===== src/rtl/johnson_pkg.sv =====
// johnson_pkg: shared definitions for the Johnson-code receive path.
//   - FSM state encoding used by johnson_decoder.
//   - johnson_next(): successor codeword from the sequence rule.
//     The counter and benches use the same function, so every block
//     agrees on one sequence definition.
package johnson_pkg;

  typedef logic [1:0] jst_t;

  localparam jst_t ST_UNLOCKED = 2'd0;
  localparam jst_t ST_LOCKING  = 2'd1;
  localparam jst_t ST_LOCKED   = 2'd2;

  // Widest codeword the helper function handles.
  localparam int JMAX = 64;

  // Successor of an n-bit Johnson codeword: shift left, feed back ~MSB.
  // Only the low n bits of the argument and of the result are meaningful.
  function automatic logic [JMAX-1:0] johnson_next(input logic [JMAX-1:0] code,
                                                   input int n);
    logic [JMAX-1:0] r;
    r = '0;
    for (int i = 1; i < JMAX; i++)
      if (i < n) r[i] = code[i-1];
    r[0] = ~code[n-1];
    return r;
  endfunction

endpackage


===== src/rtl/johnson_dec_comb.sv =====
// johnson_dec_comb: purely combinational Johnson codeword checker/decoder.
//   code  [N-1:0]  in   codeword under test
//   legal          out  1 when code is one of the 2N sequence states
//   idx   [IW-1:0] out  step index 0..2N-1 (meaningful only when legal)
// MSB=0 words must be a run of ones from the LSB (idx = popcount);
// MSB=1 words must be a run of ones from the MSB (idx = 2N - popcount).
module johnson_dec_comb #(
  parameter int N  = 4,
  parameter int IW = $clog2(2*N)
) (
  input  logic [N-1:0]  code,
  output logic          legal,
  output logic [IW-1:0] idx
);

  localparam int PW = $clog2(N+1);

  logic [PW-1:0] pc;
  logic [N-1:0]  lo_run;   // pc ones packed at the LSB end
  logic [N-1:0]  hi_run;   // pc ones packed at the MSB end

  always_comb begin
    pc = '0;
    for (int i = 0; i < N; i++) pc = pc + PW'(code[i]);
    lo_run = '0;
    hi_run = '0;
    for (int i = 0; i < N; i++) begin
      lo_run[i] = (i < int'(pc));
      hi_run[i] = (i >= N - int'(pc));
    end
    if (!code[N-1]) begin
      legal = (code == lo_run);
      idx   = IW'(pc);
    end else begin
      legal = (code == hi_run);
      idx   = IW'(2*N - int'(pc));
    end
  end

endmodule


===== src/rtl/johnson_decoder.sv =====
// johnson_decoder: receive end of a Johnson-counter interface.
//   clk        in   clock, rising edge
//   rst        in   synchronous active-high reset
//   code[N-1:0] in  codeword, sampled when code_vld=1
//   code_vld   in   sample enable
//   idx[IW-1:0] out registered step index of the last legal codeword
//   idx_vld    out  1-cycle pulse, idx updated
//   code_err   out  1-cycle pulse, sampled codeword illegal
//   seq_err    out  1-cycle pulse, legal but out of sequence while LOCKED
//   locked     out  FSM is in LOCKED
//   err_cnt[7:0] out (only with JOHNSON_DECODER_ERRCNT_EN) saturating
//                count of code_err + seq_err events
// Lock requires LOCK_LEN consecutive in-sequence legal codewords.
module johnson_decoder
  import johnson_pkg::*;
#(
  parameter  int N        = 4,
  parameter  int LOCK_LEN = 3,
  localparam int IW       = $clog2(2*N)
) (
  input  logic          clk,
  input  logic          rst,
  input  logic [N-1:0]  code,
  input  logic          code_vld,
  output logic [IW-1:0] idx,
  output logic          idx_vld,
  output logic          code_err,
  output logic          seq_err,
  output logic          locked
`ifdef JOHNSON_DECODER_ERRCNT_EN
  ,output logic [7:0]   err_cnt
`endif
);

  logic          legal;
  logic [IW-1:0] dec_idx;
  logic [IW-1:0] exp_idx;
  logic          in_seq;
  jst_t          st, st_nxt;
  logic [3:0]    run, run_nxt;
  logic          cerr_nxt, serr_nxt;

  johnson_dec_comb #(.N(N), .IW(IW)) u_dec (
    .code  (code),
    .legal (legal),
    .idx   (dec_idx)
  );

  // idx only ever changes on a legal codeword, so it doubles as the
  // previous-index register used for the continuity check.
  assign exp_idx = (idx == IW'(2*N-1)) ? '0 : idx + 1'b1;
  assign in_seq  = (dec_idx == exp_idx);

  always_comb begin
    st_nxt   = st;
    run_nxt  = run;
    cerr_nxt = 1'b0;
    serr_nxt = 1'b0;
    if (code_vld) begin
      if (!legal) begin
        cerr_nxt = 1'b1;
        st_nxt   = ST_UNLOCKED;
        run_nxt  = '0;
      end else begin
        case (st)
          ST_UNLOCKED: begin
            run_nxt = 4'd1;
            st_nxt  = (LOCK_LEN == 1) ? ST_LOCKED : ST_LOCKING;
          end
          ST_LOCKING: begin
            if (in_seq) begin
              // run never needs to exceed LOCK_LEN
              if (run + 4'd1 >= 4'(LOCK_LEN)) begin
                run_nxt = 4'(LOCK_LEN);
                st_nxt  = ST_LOCKED;
              end else begin
                run_nxt = run + 4'd1;
              end
            end else begin
              // restart silently; a fresh run of one already satisfies LOCK_LEN=1
              run_nxt = 4'd1;
              st_nxt  = (LOCK_LEN == 1) ? ST_LOCKED : ST_LOCKING;
            end
          end
          ST_LOCKED: begin
            if (!in_seq) begin
              serr_nxt = 1'b1;
              run_nxt  = 4'd1;
              st_nxt   = (LOCK_LEN == 1) ? ST_LOCKED : ST_LOCKING;
            end
          end
          default: begin
            st_nxt  = ST_UNLOCKED;
            run_nxt = '0;
          end
        endcase
      end
    end
  end

  always_ff @(posedge clk) begin
    if (rst) begin
      idx      <= '0;
      idx_vld  <= 1'b0;
      code_err <= 1'b0;
      seq_err  <= 1'b0;
      locked   <= 1'b0;
      st       <= ST_UNLOCKED;
      run      <= '0;
    end else begin
      idx_vld  <= code_vld & legal;
      code_err <= cerr_nxt;
      seq_err  <= serr_nxt;
      if (code_vld && legal) idx <= dec_idx;
      st       <= st_nxt;
      run      <= run_nxt;
      locked   <= (st_nxt == ST_LOCKED);
    end
  end

`ifdef JOHNSON_DECODER_ERRCNT_EN
  always_ff @(posedge clk) begin
    if (rst)
      err_cnt <= '0;
    else if ((cerr_nxt || serr_nxt) && err_cnt != 8'hFF)
      err_cnt <= err_cnt + 8'd1;
  end
`endif

endmodule

===== config.mk =====
export PLATFORM = sky130hd
export DESIGN_NAME = johnson_decoder
export DESIGN_NICKNAME = d
export VERILOG_FILES = /design/src/rtl/johnson_pkg.sv /design/src/rtl/johnson_dec_comb.sv /design/src/rtl/johnson_decoder.sv
export SDC_FILE = /design/constraint.sdc
export NUM_CORES = 1
export LEC_CHECK = 0
export CAP_MARGIN = 5
export CELL_PAD_IN_SITES_DETAIL_PLACEMENT = 0
export CELL_PAD_IN_SITES_GLOBAL_PLACEMENT = 2
export CORE_AREA = 2 2 62 64
export DETAILED_ROUTE_END_ITERATION = 8
export DIE_AREA = 0 0 64 66
export HOLD_SLACK_MARGIN = 0.12
export PLACE_DENSITY_LB_ADDON = 0.12
export SLEW_MARGIN = 20
export SYNTH_ARGS = -nofsm -noshare
export SYNTH_HDL_FRONTEND = slang
export SYNTH_SLANG_ARGS = --single-unit

===== constraint.sdc =====
create_clock -name clk -period 3.9 [get_ports clk]
set_clock_uncertainty 0.15 [all_clocks]
set_input_delay 0.39 -clock clk [delete_from_list [all_inputs] [get_ports clk]]
set_output_delay 0.39 -clock clk [all_outputs]
set_load 0.005 [all_outputs]

==> out/qor.json, run 1 <==
{
  "p_sw_share": {"value": 34.7, "unit": "%"},
  "syn2layout_area_growth": {"value": 23.1, "unit": "%"},
  "max_cap_viol_count": {"value": 0},
  "worst_ir_drop_vdd": {"value": 0.106, "unit": "mV"},
  "die-area": {"value": 4220, "unit": "µm²"},
  "yosysSeqAreaShare": {"value": 23.4, "unit": "%"},
  "kind_of_critical_path": {"value": "input pin to register"},
  "std_cell_rows": {"value": 22},
  "cellLeakagePower": {"value": 0.565, "unit": "nW"},
  "multiInputGateArea": {"value": 759, "unit": "µm²"},
  "netlist.top_cell.by_area": {"value": "sky130_fd_sc_hd__dfxtp_1"},
  "wire_length_of_the_first_global_routing_pass": {"value": 4.11, "unit": "mm"},
  "cts_made_buffers": {"value": 3},
  "worst_slack": {"value": 0.235, "unit": "ns"},
  "cts_hold_buffers": {"value": 0},
  "required": {"value": 3.91, "unit": "ns"},
  "timing.final.crit_period": {"value": 3.66, "unit": "ns"},
  "ys_warn_count": {"value": 0},
  "cellInternalPower": {"value": 0.263, "unit": "mW"},
  "h-tree-depth": {"value": 1},
  "gp_congestion": {"value": 0.742},
  "max_slew.worst_pin.slew": {"value": 0.465, "unit": "ns"},
  "wirelength": {"value": 2.46, "unit": "mm"},
  "via_count_of_the_first_global_routing_pass": {"value": 948},
  "detail_routed_net_length_per_standard_cell": {"value": 12.3, "unit": "µm"},
  "clk_transition_reported_paths": {"value": 0.08, "unit": "ns"},
  "die_w": {"value": 64, "unit": "µm"},
  "cts_repair_resize_count": {"value": 0},
  "antenna_found_initial": {"value": 0},
  "cp_max_fo": {"value": 10},
  "net_switching_power_figure": {"value": 0.140, "unit": "mW"},
  "tritoncts": {"value": "done"},
  "antenna_cells_inserted": {"value": 0},
  "period_utilisation_layout": {"value": 94.0, "unit": "%"},
  "groute.usage.overall": {"value": 12.7, "unit": "%"},
  "cts_setup_buffers": {"value": 0},
  "critical_path_arrival": {"value": 3.67, "unit": "ns"},
  "worst_skew_pair.late_latency": {"value": 0.28, "unit": "ns"},
  "synth_largest_type_area_fraction": {"value": 23.4, "unit": "%"},
  "slew_viol_final": {"value": 0},
  "slew_headroom": {"value": 68.9, "unit": "%"},
  "layout.cells.most_common_list": {"value": "13 x sky130_fd_sc_hd__inv_1, 13 x sky130_fd_sc_hd__dfxtp_1, 13 x sky130_fd_sc_hd__clkdlybuf4s50_1, 11 x sky130_fd_sc_hd__ha_1, 11 x sky130_fd_sc_hd__buf_4"},
  "synth_nets": {"value": 149},
  "worst_hold_path_type": {"value": "register to register"},
  "netlist_top_cells_area": {"value": "sky130_fd_sc_hd__dfxtp_1 23%, sky130_fd_sc_hd__ha_1 12%, sky130_fd_sc_hd__inv_1 4.4%"},
  "initial_drc_count": {"value": 50},
  "sequential_cell_area": {"value": 260, "unit": "µm²"},
  "floorplan.initialDensity": {"value": 31.3, "unit": "%"},
  "vias": {"value": 1014},
  "pwr-share-seq": {"value": 35.6, "unit": "%"},
  "pwr-share-comb": {"value": 43.3, "unit": "%"},
  "max_clock_freq": {"value": 273, "unit": "MHz"},
  "syn_area": {"value": 1110, "unit": "µm²"},
  "drt_drc_violations_left": {"value": 0},
  "fin_nets": {"value": 173},
  "final_area": {"value": 1370, "unit": "µm²"},
  "drive_gt1_share": {"value": 15.1, "unit": "%"},
  "final_core_util": {"value": 38.5, "unit": "%"},
  "drt-pass1-iter-count": {"value": 5},
  "maximum_number_of_pins_on_one_net_before_global_route_repair": {"value": 15},
  "worst_setup_path_start_kind": {"value": "input pin"},
  "antenna_left": {"value": 0},
  "ys_types": {"value": 49},
  "design.core.area": {"value": 3550, "unit": "µm²"},
  "route.detailed.vias_per_inst": {"value": 5.07},
  "place_worst_setup_slack": {"value": -0.0476, "unit": "ns"},
  "top_level_ports": {"value": 14},
  "post_synth_inst_count": {"value": 129},
  "global_route.overflow_total": {"value": 0},
  "number_of_endpoints_failing_setup_at_the_final_stage": {"value": 0},
  "yosys_register_bits": {"value": 13},
  "finalPower": {"value": 0.403, "unit": "mW"},
  "die_h": {"value": 66, "unit": "µm"},
  "status": {"value": "completed"},
  "number_of_port_buffers": {"value": 13},
  "syn-mean-instance-area": {"value": 8.61, "unit": "µm²"},
  "setup_total_negative_slack": {"value": 0, "unit": "ns"},
  "clock_power_share": {"value": 21.0, "unit": "%"},
  "grt_setup_unrepaired": {"value": "no"},
  "place.detailed.hpwl": {"value": 1.98, "unit": "mm"},
  "hold_viol_final": {"value": 0},
  "cellPowerDensity": {"value": 294, "unit": "nW/µm²"},
  "cts_root_buffer": {"value": "sky130_fd_sc_hd__clkbuf_4"},
  "fillCellCount": {"value": 355},
  "cts_sinks": {"value": 13},
  "placement.cell_area": {"value": 1340, "unit": "µm²"},
  "critical_path.endpoint_type": {"value": "register"},
  "clock_tree.buffer_depth": {"value": 2}
}
[synthesized netlist by cell type (all sizes together)]
master,count
nor4b,1
and3b,2
a21o,1
mux2,1
xnor2,4
fa,2
nor2b,2
and3,3
o21a,1
a31oi,2
nor3,3
nand4,2
buf,4
and2,2
ha,11
nand2,9
a21oi,10
or2b,1
a211oi,1
or4,1
a311oi,2
and4b,1
nor3b,3
o311ai,2
inv,13
nand3,2
o22ai,1
dfxtp,13
o31ai,2
o211ai,5
and2b,2
nor4,1
o21ai,2
nor2,6
o32ai,1
nand2b,4
nand4b,2
xor2,1
clkbuf,1
a32o,1
o41ai,1
[power by group through the flow]
stage	registers [mW]	logic [mW]	clock network, mW
after CTS	0.144	0.176	0.0886
final	0.143	0.174	0.0847
after global routing	0.145	0.193	0.0947
after global placement	0.146	0.174	0
after detailed placement	0.147	0.175	0
after floorplan	0.146	0.120	0
[state kept, by name (all words and copies together), names as in the netlist]
register and flops:
idx_vld 1, idx 3, code_err 1, run 4, seq_err 1, st 2
locked 1
[critical path, stage by stage]
cell	delay, ns
sky130_fd_sc_hd__clkdlybuf4s50_1	0.42
sky130_fd_sc_hd__ha_1	0.28
sky130_fd_sc_hd__inv_1	0.04
sky130_fd_sc_hd__fa_1	0.38
sky130_fd_sc_hd__ha_1	0.31
sky130_fd_sc_hd__inv_1	0.09
sky130_fd_sc_hd__ha_1	0.25
sky130_fd_sc_hd__and4b_1	0.23
sky130_fd_sc_hd__or4_4	0.51
sky130_fd_sc_hd__o211ai_2	0.09
sky130_fd_sc_hd__nor3_2	0.06
sky130_fd_sc_hd__buf_4	0.18
sky130_fd_sc_hd__a31oi_1	0.30
sky130_fd_sc_hd__o32ai_1	0.12
[kinds of logic after synthesis]
family | count (synthesis) | share of synthesized area (%)
fa+ha+maj | 13 | 16.0
simple gates | 47 | 26.4
xor+xnor | 5 | 3.94
mux | 1 | 1.35
buf+inv | 18 | 8.22
compound gates | 32 | 20.7
flops | 13 | 23.4
[routing by layer]
layer	up-vias	global-route usage [%]	share of wire [%]
met3	8	1.19	2.3
met1	469	13.8	43
met2	23	24.1	52
li1	514	-	-
met4	0	7.34	2.0
met5	-	0	0
[layout make-up]
| class | instances | share of cell area, % |
|---|---|---|
| repair buffers | 24 | 15.6 |
| multi-input cells | 98 | 55.5 |
| well taps | 48 | 4.39 |
| flip-flops and latches | 13 | 19.0 |
| clock buffers | 4 | 1.92 |
| inverters | 13 | 3.57 |
[final timing paths]
path | startpoint | endpoint | slack, ns | depth (start not counted)
max | code[0] | run[0]$_SDFFE_PP0P_ | 0.24 | 14
min reg2reg | st[1]$_SDFF_PP0_ | st[1]$_SDFF_PP0_ | 0.34 | 2
max reg2reg | idx[0]$_SDFFE_PP0P_ | run[0]$_SDFFE_PP0P_ | 1.82 | 8
min | st[1]$_SDFF_PP0_ | st[1]$_SDFF_PP0_ | 0.34 | 2
[per-stage QoR]
step                hold slack [ns]  std cells
floorplan                     0.299        129
global placement              0.321        196
detailed placement            0.332        196
CTS                           0.342        200
global route                  0.357        200
finish                        0.339        200
Note: power is estimated with default switching activity, not from simulation.
==> run 2, diff against run 1 <==
CORE_AREA = 2 2 58 60   (was 2 2 62 64)
DIE_AREA = 0 0 60 62   (was 0 0 64 66)
DONT_BUFFER_PORTS = 1   (was not set)
SETUP_SLACK_MARGIN = 0.4   (was not set)
==> out/qor.json, run 2 (synthesized netlist as in run 1, its figures left out) <==
{
  "critPathMaxStageDelay": {"value": 0.51, "unit": "ns", "change": "about the same"},
  "pwr-share-comb": {"value": 38.3, "unit": "%", "change": "-5.0 points"},
  "floorplan.initialDensity": {"value": 34.9, "unit": "%", "change": "+3.7 points"},
  "path_common_cell": {"value": "sky130_fd_sc_hd__ha_1"},
  "max_cap_viol_count": {"value": 0, "change": "unchanged"},
  "clock_power_share": {"value": 22.6, "unit": "%", "change": "+1.6 points"},
  "worst_slack": {"value": 0.662, "unit": "ns", "change": "+0.427 ns"},
  "global_route.usage.met1": {"value": 16.6, "unit": "%", "change": "+2.8 points"},
  "setup_total_negative_slack": {"value": 0, "unit": "ns", "change": "unchanged"},
  "biggest_regs": {"value": "run: 4 flops, idx: 3 flops, st: 2 flops"},
  "path_delay_family": {"value": "adder cells"},
  "worst_skew_pair.late_latency": {"value": 0.28, "unit": "ns", "change": "about the same"},
  "wirelength": {"value": 2.35, "unit": "mm", "change": "-4.4%"},
  "grt_busiest_layer": {"value": "met2"},
  "wire_length_of_the_first_global_routing_pass": {"value": 3.93, "unit": "mm", "change": "-4.4%"},
  "die_h": {"value": 62, "unit": "µm", "change": "-6.1%"},
  "vias": {"value": 937, "change": "-7.6%"},
  "required": {"value": 3.90, "unit": "ns", "change": "about the same"},
  "initial_drc_count": {"value": 26, "change": "-48%"},
  "global_route.overflow_total": {"value": 0, "change": "unchanged"},
  "antenna_cells_inserted": {"value": 0, "change": "unchanged"},
  "cellInternalPower": {"value": 0.239, "unit": "mW", "change": "-9.1%"},
  "place_worst_setup_slack": {"value": 0.295, "unit": "ns", "change": "+0.342 ns"},
  "worst_hold_path_type": {"value": "input pin to register"},
  "gr-usage-met2": {"value": 25.3, "unit": "%", "change": "+1.2 points"},
  "max_ffs_per_register": {"value": 4, "change": "unchanged"},
  "cellPowerDensity": {"value": 309, "unit": "nW/µm²", "change": "+5.1%"},
  "syn2layout_area_growth": {"value": 7.43, "unit": "%"},
  "cellLeakagePower": {"value": 0.483, "unit": "nW", "change": "-14%"},
  "cts_sinks": {"value": 13, "change": "unchanged"},
  "slew_headroom": {"value": 61.5, "unit": "%", "change": "-7.4 points"},
  "cts_made_buffers": {"value": 3, "change": "unchanged"},
  "period_utilisation_layout": {"value": 83.0, "unit": "%", "change": "-11 points"},
  "path_cells": {"value": "ha_1 -> inv_1 -> fa_1 -> ha_1 -> inv_1 -> ha_1 -> and4b_1 -> or4_4 -> o211ai_2 -> nor3_4 -> a31oi_1 -> o32ai_1"},
  "drt_drc_violations_left": {"value": 0, "change": "unchanged"},
  "die-area": {"value": 3720, "unit": "µm²", "change": "-12%"},
  "finalPower": {"value": 0.369, "unit": "mW", "change": "-8.3%"},
  "critical_path.endpoint_type": {"value": "register"},
  "h-tree-depth": {"value": 1, "change": "unchanged"},
  "timing.final.crit_period": {"value": 3.24, "unit": "ns", "change": "-0.427 ns"},
  "critical_path_arrival": {"value": 3.24, "unit": "ns", "change": "-0.43 ns"},
  "timing.critical_path.slowest_stage_cell": {"value": "sky130_fd_sc_hd__or4_4"},
  "die_w": {"value": 60, "unit": "µm", "change": "-6.3%"},
  "fin_nets": {"value": 153, "change": "-12%"},
  "p_sw_share": {"value": 35.3, "unit": "%", "change": "+0.61 points"},
  "status": {"value": "completed"},
  "net_switching_power_figure": {"value": 0.131, "unit": "mW", "change": "-6.6%"},
  "layout.cells.most_common_list": {"value": "13 x sky130_fd_sc_hd__inv_1, 13 x sky130_fd_sc_hd__dfxtp_1, 11 x sky130_fd_sc_hd__ha_1, 9 x sky130_fd_sc_hd__nand2_1, 9 x sky130_fd_sc_hd__a21oi_1"},
  "hold_viol_final": {"value": 0, "change": "unchanged"},
  "top_level_ports": {"value": 14, "change": "unchanged"},
  "kind_of_critical_path": {"value": "input pin to register"},
  "antenna_left": {"value": 0, "change": "unchanged"},
  "detail_routed_net_length_per_standard_cell": {"value": 13.2, "unit": "µm", "change": "+7.4%"},
  "slew_viol_final": {"value": 0, "change": "unchanged"},
  "max_slew.worst_pin.slew": {"value": 0.569, "unit": "ns", "change": "+0.104 ns"},
  "route.detailed.vias_per_inst": {"value": 5.26, "change": "+3.8%"},
  "number_of_port_buffers": {"value": 0, "change": "-13"},
  "place.detailed.hpwl": {"value": 1.83, "unit": "mm", "change": "-7.3%"},
  "regMostFlops": {"value": "run"},
  "whs": {"value": 0.158, "unit": "ns", "change": "-0.182 ns"},
  "drt-pass1-iter-count": {"value": 4, "change": "-1"},
  "design.core.area": {"value": 3180, "unit": "µm²", "change": "-10%"},
  "clk_transition_reported_paths": {"value": 0.07, "unit": "ns", "change": "about the same"},
  "cts_root_buffer": {"value": "sky130_fd_sc_hd__clkbuf_4"},
  "max_clock_freq": {"value": 309, "unit": "MHz", "change": "+13%"},
  "cp_num_buf_inv": {"value": 2, "change": "-2"},
  "via_count_of_the_first_global_routing_pass": {"value": 882, "change": "-7.0%"},
  "final_core_util": {"value": 37.5, "unit": "%", "change": "-0.97 points"},
  "drive_gt1_share": {"value": 10.6, "unit": "%", "change": "-4.5 points"},
  "pwr-share-seq": {"value": 39.0, "unit": "%", "change": "+3.4 points"},
  "worst_ir_drop_vdd": {"value": 0.116, "unit": "mV", "change": "+9.4%"},
  "grt_setup_unrepaired": {"value": "no"},
  "gp_congestion": {"value": 0.789, "change": "+6.3%"},
  "clock_tree.buffer_depth": {"value": 2, "change": "unchanged"},
  "tritoncts": {"value": "done"},
  "maximum_number_of_pins_on_one_net_before_global_route_repair": {"value": 13, "change": "-2"},
  "worst_setup_path_start_kind": {"value": "input pin"},
  "antenna_found_initial": {"value": 0, "change": "unchanged"},
  "groute.usage.overall": {"value": 13.8, "unit": "%", "change": "+1.1 points"},
  "cp_max_fo": {"value": 8, "change": "-2"},
  "std_cell_rows": {"value": 21, "change": "-4.5%"},
  "global_route.usage.met3": {"value": 0.621, "unit": "%", "change": "-0.57 points"},
  "number_of_endpoints_failing_setup_at_the_final_stage": {"value": 0, "change": "unchanged"}
}
## run 2: repair_timing
action	CTS	global route
gates resized for setup	0	1
endpoints found under the hold margin	8	0
setup buffers	0	0
hold buffers	2	0
endpoints found under the setup margin	0	2
## run 2: layer usage
| metal | up-vias | wire length (µm) |
|---|---|---|
| li1 | 471 | - |
| met1 | 447 | 1010 |
| met2 | 14 | 1260 |
| met3 | 5 | 39 |
| met4 | 0 | 51 |
| met5 | - | 0 |
## run 2: layout make-up
class,count,area (µm²)
Fill cell,348,1990
Inverter,13,48.8
Multi-Input combinational cell,98,766
Sequential cell,13,260
Tap cell,46,57.6
Timing Repair Buffer,4,35.0
Clock buffer,4,26.3
## run 2: final timing paths
check	endpoint	cells after the start	from	slack, ns
hold / removal	locked$_SDFF_PP0_	2	rst	0.16
setup reg to reg	run[2]$_SDFFE_PP0P_	7	idx[0]$_SDFFE_PP0P_	1.74
hold reg to reg	st[1]$_SDFF_PP0_	2	st[1]$_SDFF_PP0_	0.34
setup / recovery	run[0]$_SDFFE_PP0P_	12	code[0]	0.66
## run 2: stage by stage
stage	cell area, µm²	cells
final	1190	178
after global placement	1140	172
after detailed placement	1140	172
after floorplan	1110	129
after CTS	1190	178
after global routing	1190	178
## run 2: power by group through the flow
stage,registers [mW],logic [mW],clock network [mW]
finish,0.144,0.142,0.0836
global route,0.146,0.162,0.0934
CTS,0.145,0.140,0.0859
floorplan,0.146,0.120,0
detailed placement,0.148,0.137,0
global placement,0.148,0.134,0
